<file path="config.mk">
export PLATFORM = sky130hd
export DESIGN_NAME = dmem_arbiter
export DESIGN_NICKNAME = d
export VERILOG_FILES = /design/src/rtl/dmem_arbiter.sv
export SDC_FILE = /design/constraint.sdc
export NUM_CORES = 1
export LEC_CHECK = 0
export BUFFER_PORTS_ARGS = -buffer_cell sky130_fd_sc_hd__buf_2
export CORE_MARGIN = 3
export CORE_UTILIZATION = 45
export CTS_CLUSTER_DIAMETER = 50
export DETAILED_ROUTE_END_ITERATION = 10
export PLACE_DENSITY = 0.79
export SETUP_SLACK_MARGIN = 0.15
export SKIP_LAST_GASP = 1
export SYNTH_ARGS = -nofsm -noshare
export SYNTH_HDL_FRONTEND = slang
export SYNTH_SLANG_ARGS = --single-unit
</file>
<file path="constraint.sdc">
create_clock -name clk_i -period 10.4 [get_ports clk_i]
set_input_delay 2.08 -clock clk_i [delete_from_list [all_inputs] [get_ports clk_i]]
set_output_delay 2.08 -clock clk_i [all_outputs]
set_load 0.02 [all_outputs]
</file>
<file path="src/rtl/dmem_arbiter.sv">
// -----------------------------------------------------------------------------
// dmem_arbiter
//
// Shares the single-port Data_Memory between the CPU load/store path (port 0)
// and a DMA / program-loader port (port 1). Requests are registered and served
// one at a time with round-robin priority on ties. Each access takes three
// cycles: IDLE (request sampled), BUSY (memory driven), RESP (one-cycle ack).
// The CPU is stalled while its own request is outstanding.
//
// Ports
//   clk_i, rst_i              clock, asynchronous active-high reset
//   reqN_i / weN_i            level request held until ackN_o, 1 = write
//   addrN_i / wdataN_i        byte address / write data of port N
//   ackN_o                    one-cycle completion pulse for port N
//   rdataN_o                  read data of port N, valid with ack, held after
//   cpu_stall_o               req0_i & ~ack0_o (combinational)
//   mem_addr_o / mem_wdata_o  registered address / data to the memory
//   mem_read_o / mem_write_o  memory strobes, high only in BUSY
//   mem_rdata_i               combinational read data from the memory
// -----------------------------------------------------------------------------
module dmem_arbiter #(
  parameter int ADDR_W = 32,
  parameter int DATA_W = 32
) (
  input  logic              clk_i,
  input  logic              rst_i,
  input  logic              req0_i,
  input  logic              we0_i,
  input  logic [ADDR_W-1:0] addr0_i,
  input  logic [DATA_W-1:0] wdata0_i,
  input  logic              req1_i,
  input  logic              we1_i,
  input  logic [ADDR_W-1:0] addr1_i,
  input  logic [DATA_W-1:0] wdata1_i,
  output logic              ack0_o,
  output logic              ack1_o,
  output logic [DATA_W-1:0] rdata0_o,
  output logic [DATA_W-1:0] rdata1_o,
  output logic              cpu_stall_o,
  output logic [ADDR_W-1:0] mem_addr_o,
  output logic [DATA_W-1:0] mem_wdata_o,
  output logic              mem_read_o,
  output logic              mem_write_o,
  input  logic [DATA_W-1:0] mem_rdata_i
);

  typedef enum logic [1:0] {
    IDLE = 2'd0,
    BUSY = 2'd1,
    RESP = 2'd2
  } state_e;

  state_e            state_q,     state_d;
  logic              gnt_q,       gnt_d;
  logic              last_gnt_q,  last_gnt_d;
  logic [ADDR_W-1:0] lat_addr_q,  lat_addr_d;
  logic [DATA_W-1:0] lat_wdata_q, lat_wdata_d;
  logic              lat_we_q,    lat_we_d;
  logic [DATA_W-1:0] rdata0_q,    rdata0_d;
  logic [DATA_W-1:0] rdata1_q,    rdata1_d;
  logic              sel;

  // NOTE: every register, including the read-data holding registers, has a
  // reset value so outputs are defined from the first cycle after reset.
  // last_gnt resets to 1 so port 0 wins the first tie.
  always_ff @(posedge clk_i or posedge rst_i) begin
    if (rst_i) begin
      state_q     <= IDLE;
      gnt_q       <= 1'b0;
      last_gnt_q  <= 1'b1;
      lat_addr_q  <= '0;
      lat_wdata_q <= '0;
      lat_we_q    <= 1'b0;
      rdata0_q    <= '0;
      rdata1_q    <= '0;
    end else begin
      // NOTE: non-blocking assignments so every register sees the values of
      // the previous cycle regardless of statement order.
      state_q     <= state_d;
      gnt_q       <= gnt_d;
      last_gnt_q  <= last_gnt_d;
      lat_addr_q  <= lat_addr_d;
      lat_wdata_q <= lat_wdata_d;
      lat_we_q    <= lat_we_d;
      rdata0_q    <= rdata0_d;
      rdata1_q    <= rdata1_d;
    end
  end

  always_comb begin
    // NOTE: all next-state values default to hold before the case statement,
    // so no path through the logic can infer a latch.
    state_d     = state_q;
    gnt_d       = gnt_q;
    last_gnt_d  = last_gnt_q;
    lat_addr_d  = lat_addr_q;
    lat_wdata_d = lat_wdata_q;
    lat_we_d    = lat_we_q;
    rdata0_d    = rdata0_q;
    rdata1_d    = rdata1_q;
    sel         = 1'b0;

    unique case (state_q)
      IDLE: begin
        if (req0_i || req1_i) begin
          // Single requester wins outright; on a tie the port not served
          // most recently wins.
          sel         = (req0_i && req1_i) ? ~last_gnt_q : req1_i;
          gnt_d       = sel;
          lat_addr_d  = sel ? addr1_i  : addr0_i;
          lat_wdata_d = sel ? wdata1_i : wdata0_i;
          lat_we_d    = sel ? we1_i    : we0_i;
          state_d     = BUSY;
        end
      end
      BUSY: begin
        // The memory write itself happens inside Data_Memory on this edge;
        // reads capture its combinational output here.
        if (!lat_we_q) begin
          if (gnt_q) rdata1_d = mem_rdata_i;
          else       rdata0_d = mem_rdata_i;
        end
        last_gnt_d = gnt_q;
        state_d    = RESP;
      end
      RESP: begin
        // Requests are ignored here; anything pending is arbitrated in IDLE.
        state_d = IDLE;
      end
      default: state_d = IDLE;
    endcase
  end

  // Strobes decode straight from the state register so an asynchronous reset
  // during BUSY removes mem_write_o before the next edge can commit a write.
  assign mem_read_o  = (state_q == BUSY) && !lat_we_q;
  assign mem_write_o = (state_q == BUSY) &&  lat_we_q;
  assign mem_addr_o  = lat_addr_q;
  assign mem_wdata_o = lat_wdata_q;

  assign ack0_o      = (state_q == RESP) && !gnt_q;
  assign ack1_o      = (state_q == RESP) &&  gnt_q;
  assign rdata0_o    = rdata0_q;
  assign rdata1_o    = rdata1_q;
  assign cpu_stall_o = req0_i && !ack0_o;

endmodule

</file>
### Word level (Yosys, flattened, before mapping)

Index checks and enable logic that the tools add are counted.

* register bits: 133
* logic and storage cells: 34

* equal/unequal tests: 3
* multiplexer cells: 6
* bitwise operators: 3
* reduce and logical (&&, ||, !) cells: 14

Operator list (count)
* 32-bit two-way mux: 2
* 1-bit logical AND: 6
* 3-bit AND reduction: 2
* 2-bit one-hot mux with 2 select lines: 1
* 1-bit logical NOT: 3
* 1-bit inverter: 3
* 2-bit by 1-bit equality test with 1-bit output, second input constant: 1
* 2-bit equality test, second input constant: 1
* 2-bit logical NOT: 1
* 1-bit two-way mux: 2
* 2-bit two-way mux: 1
* 2-bit inequality test, second input constant: 1
* 2-bit AND reduction: 1
* 1-bit logical OR: 1

### Logic depth before layout (Yosys ltp)

* depth in word-level cells: 4
* mapped depth: 5

### Worst setup path before layout

Ideal clock, no wire load.

* path kind: input -> output
* from: in req0_i
* to: out cpu_stall_o
* data arrival time: 2.407 ns
* slack: 5.913 ns
* stages on the path: 1
* buffers on the path: 0
* cell sequence: nor2b_1

* cells in the longest elaborated chain, start to end: 1

RTL lines
* start: declaration: RTL line 27 `input logic req0_i,`
* 1-bit logical AND: RTL line 145 `assign cpu_stall_o = req0_i && !ack0_o;`
* end: declaration: RTL line 39 `output logic cpu_stall_o,`

Every way passes these cells.

### Worst setup path after layout

Same ends and word-level chain as after synthesis.

==> results_dict.tcl <==
set metrics [dict create \
    cts_hold_buf 0 \
    routed-via-count 4082 \
    fp-row-count 41 \
    hold_path.class "flop to flop" \
    synth_top_area_cell "dfrtp_1" \
    place.gp.congestion 0.766 \
    synthTopCellsByArea "dfrtp_1, mux2_2, mux2_4" \
    ios 299 \
    ys_ff_latch 133 \
    fin_nets 831 \
    crit_path_cell_trace "buf_2, nor2b_1, buf_2" \
    numPortBuffers 298 \
    dr.pass1.iters 4 \
    crit_family "buffers and inverters" \
    critPathMaxStageDelay_ns 0.17 \
    die_area_um2 14900 \
    status "finished, final reports clean" \
    yosysUniqueCellTypes 17 \
    period_needed_ns 4.57 \
    viasPerCell 4.80 \
    synthAdderAreaFrac 0 \
    grt_pass1_vias 4265 \
    path_max_fanout 3 \
    wl_mm 14.1 \
    synth_top_area_frac 0.546 \
    drc_errors 0 \
    synthesis.area_um2 6050 \
    die_x_um 122 \
    irDropWorstVdd_mv 0.128 \
    synth_compound_area_frac 0.00165 \
    fillerInstances 960 \
    cts-root-buf "clkbuf_16" \
    yosysMostFrequentCell "dfrtp_1" \
    drtIter0Drc 148 \
    dp_hpwl_mm 10.8 \
    cp_data_arrival_time_ns 2.49 \
    yosysWarnings 0 \
    clkLatencyLatePin_ns 0.41 \
    finalMaxSlewViolations 0 \
    fmax_mhz 219 \
    p_total_mw 2.73 \
    grt_pass1_wl_mm 21.4 \
    synth-edff-count 0 \
    ctsLongestPathBuffers 2 \
    cp_slowest_cell "buf_2" \
    ant_nets 0 \
    cts_resized 0 \
    yosys.area_share.simple 0.0120 \
    drive_gt1_frac 0.761 \
    synth_cells 364 \
    synth-xor-area-share 0 \
    antenna_found_initial 0 \
    cts_tree "done" \
    design.core.area_um2 12900 \
    synth_ff_type "dfrtp_1" \
    postLayoutCoreUtil 0.638 \
    max_cap_violations 0 \
    syn_area_per_cell_um2 16.6 \
    synth_top_family_by_area "multiplexers" \
    cp-start-kind "primary input" \
    numCtsBuffers 17 \
    tns_ns 0 \
    start_util 0.470 \
    clock_sinks 133 \
    clock_skew_ns 0.00845 \
    worstSetupPathType "primary input to output pin" \
    die_height_um 122 \
    finalSetupViolCount 0 \
    maxSlewHeadroom 0.373 \
    synthTopCellsByCount "dfrtp_1, mux2_2, mux2_4" \
    rsz0062_at_grt "false" \
    syn-num-nets 530 \
    muxShareOfSynthArea 0.408 \
    ys_seq_area_frac 0.550 \
    grt_usage 0.187 \
    required_ns 8.32 \
    crit_top_cell "buf_2" \
    worstMarginPinSlew_ns 0.940 \
    path_clk_slew_ns 0.06 \
    synthToLayoutAreaGrowth_pct 35.9 \
    ys_async_sr_fraction 1.00 \
    power.leakage_nw 4.18 \
    path_buf_inv 2 \
    fin_crit_sh 0.439 \
    wl_per_cell_um 16.6 \
    cts_htree_levels 4 \
    final_hold_viol_count 0 \
    grt_start_max_net_pins 80 \
    power_density_nw_per_um2 332 \
    postCtsSetupRepairBufs 0 \
    gr-total-overflow 0 \
    cp-end-kind "output pin" \
    antenna_cells 0 \
]
-- metal layers --
metal | GRT usage | part of all wire | vias to the layer above
li1 | - | - | 1908
met5 | 0 | 0 | -
met3 | 0.0566 | 0.079 | 15
met1 | 0.214 | 0.38 | 1974
met2 | 0.330 | 0.53 | 185
met4 | 0.0721 | 0.015 | 0
-- power by group --
| part | switching (mW) | total, mW | internal [mW] |
|---|---|---|---|
| registers | 0.137 | 0.924 | 0.787 |
| logic | 0.667 | 1.24 | 0.572 |
| clock network | 0.225 | 0.562 | 0.337 |
-- cells in the final DEF (no fill, tap or decap) --
master      Yosys  routed
a21bo_4         0       1
and2_1          3       3
buf_2           8     298
buf_4           9       6
bufinv_16       0       1
clkbuf_16       0      17
clkbuf_8        0       1
clkinv_2        0       4
clkinv_4        0       5
clkinvlp_4      0       2
dfrtp_1       132     132
dfstp_2         1       1
inv_1           2       1
inv_4           0       1
inv_6           0       1
inv_8           0       1
mux2_1         20      20
mux2_2        106     106
mux2_4         69      69
mux2i_1         1       1
nor2_1          1       1
nor2b_1         2       2
nor3_4          0       1
nor3b_1         2       2
nor3b_2         1       1
-- registers in the layout (all words and copies together) (netlist names) --
register	count
rdata1_o	32
last_gnt_q	1
mem_wdata_o	32
gnt_q	1
rdata0_o	32
lat_we_q	1
mem_addr_o	32
state_q	2
-- logic make-up after synthesis --
kind of cell / Yosys count
DFF: 133
and+or+nand+nor: 10
AOI/OAI and AO/OA: 1
buffers and inverters: 24
muxes: 196
-- stage by stage --
stage               hold WS [ns]  area [um^2]  setup slack [ns]  std cells
finish                     0.484         8220              5.83        850
global route               0.489         8220              5.82        850
CTS                        0.485         8220              5.84        850
detailed placement         0.471         7650              5.84        818
global placement           0.463         7650              5.84        818
floorplan                  0.515         6050              4.77        364
-- worst paths after layout --
path                       cells after the start               to  slack, ns          from
max in group asynchronous                      3     rdata1_o[19]       7.21         rst_i
min in group asynchronous                      2   mem_addr_o[10]       1.77         rst_i
min reg2reg                                    1     rdata1_o[15]       0.48  rdata1_o[15]
min                                            1     rdata1_o[15]       0.48  rdata1_o[15]
max reg2reg                                    4  mem_wdata_o[31]       8.06    last_gnt_q
max                                            3      cpu_stall_o       5.83        req0_i
-- layout make-up --
cell class | count | area [um^2] | share of cell area
Tap cell | 172 | 215 | 0.0262
Clock inverter | 14 | 129 | 0.0157
Multi-Input combinational cell | 207 | 2560 | 0.311
Timing Repair Buffer | 304 | 1540 | 0.187
Clock buffer | 18 | 439 | 0.0534
Sequential cell | 133 | 3330 | 0.405
Inverter | 2 | 10.0 | 0.00122
Note: power is estimated with default switching activity, not from simulation.
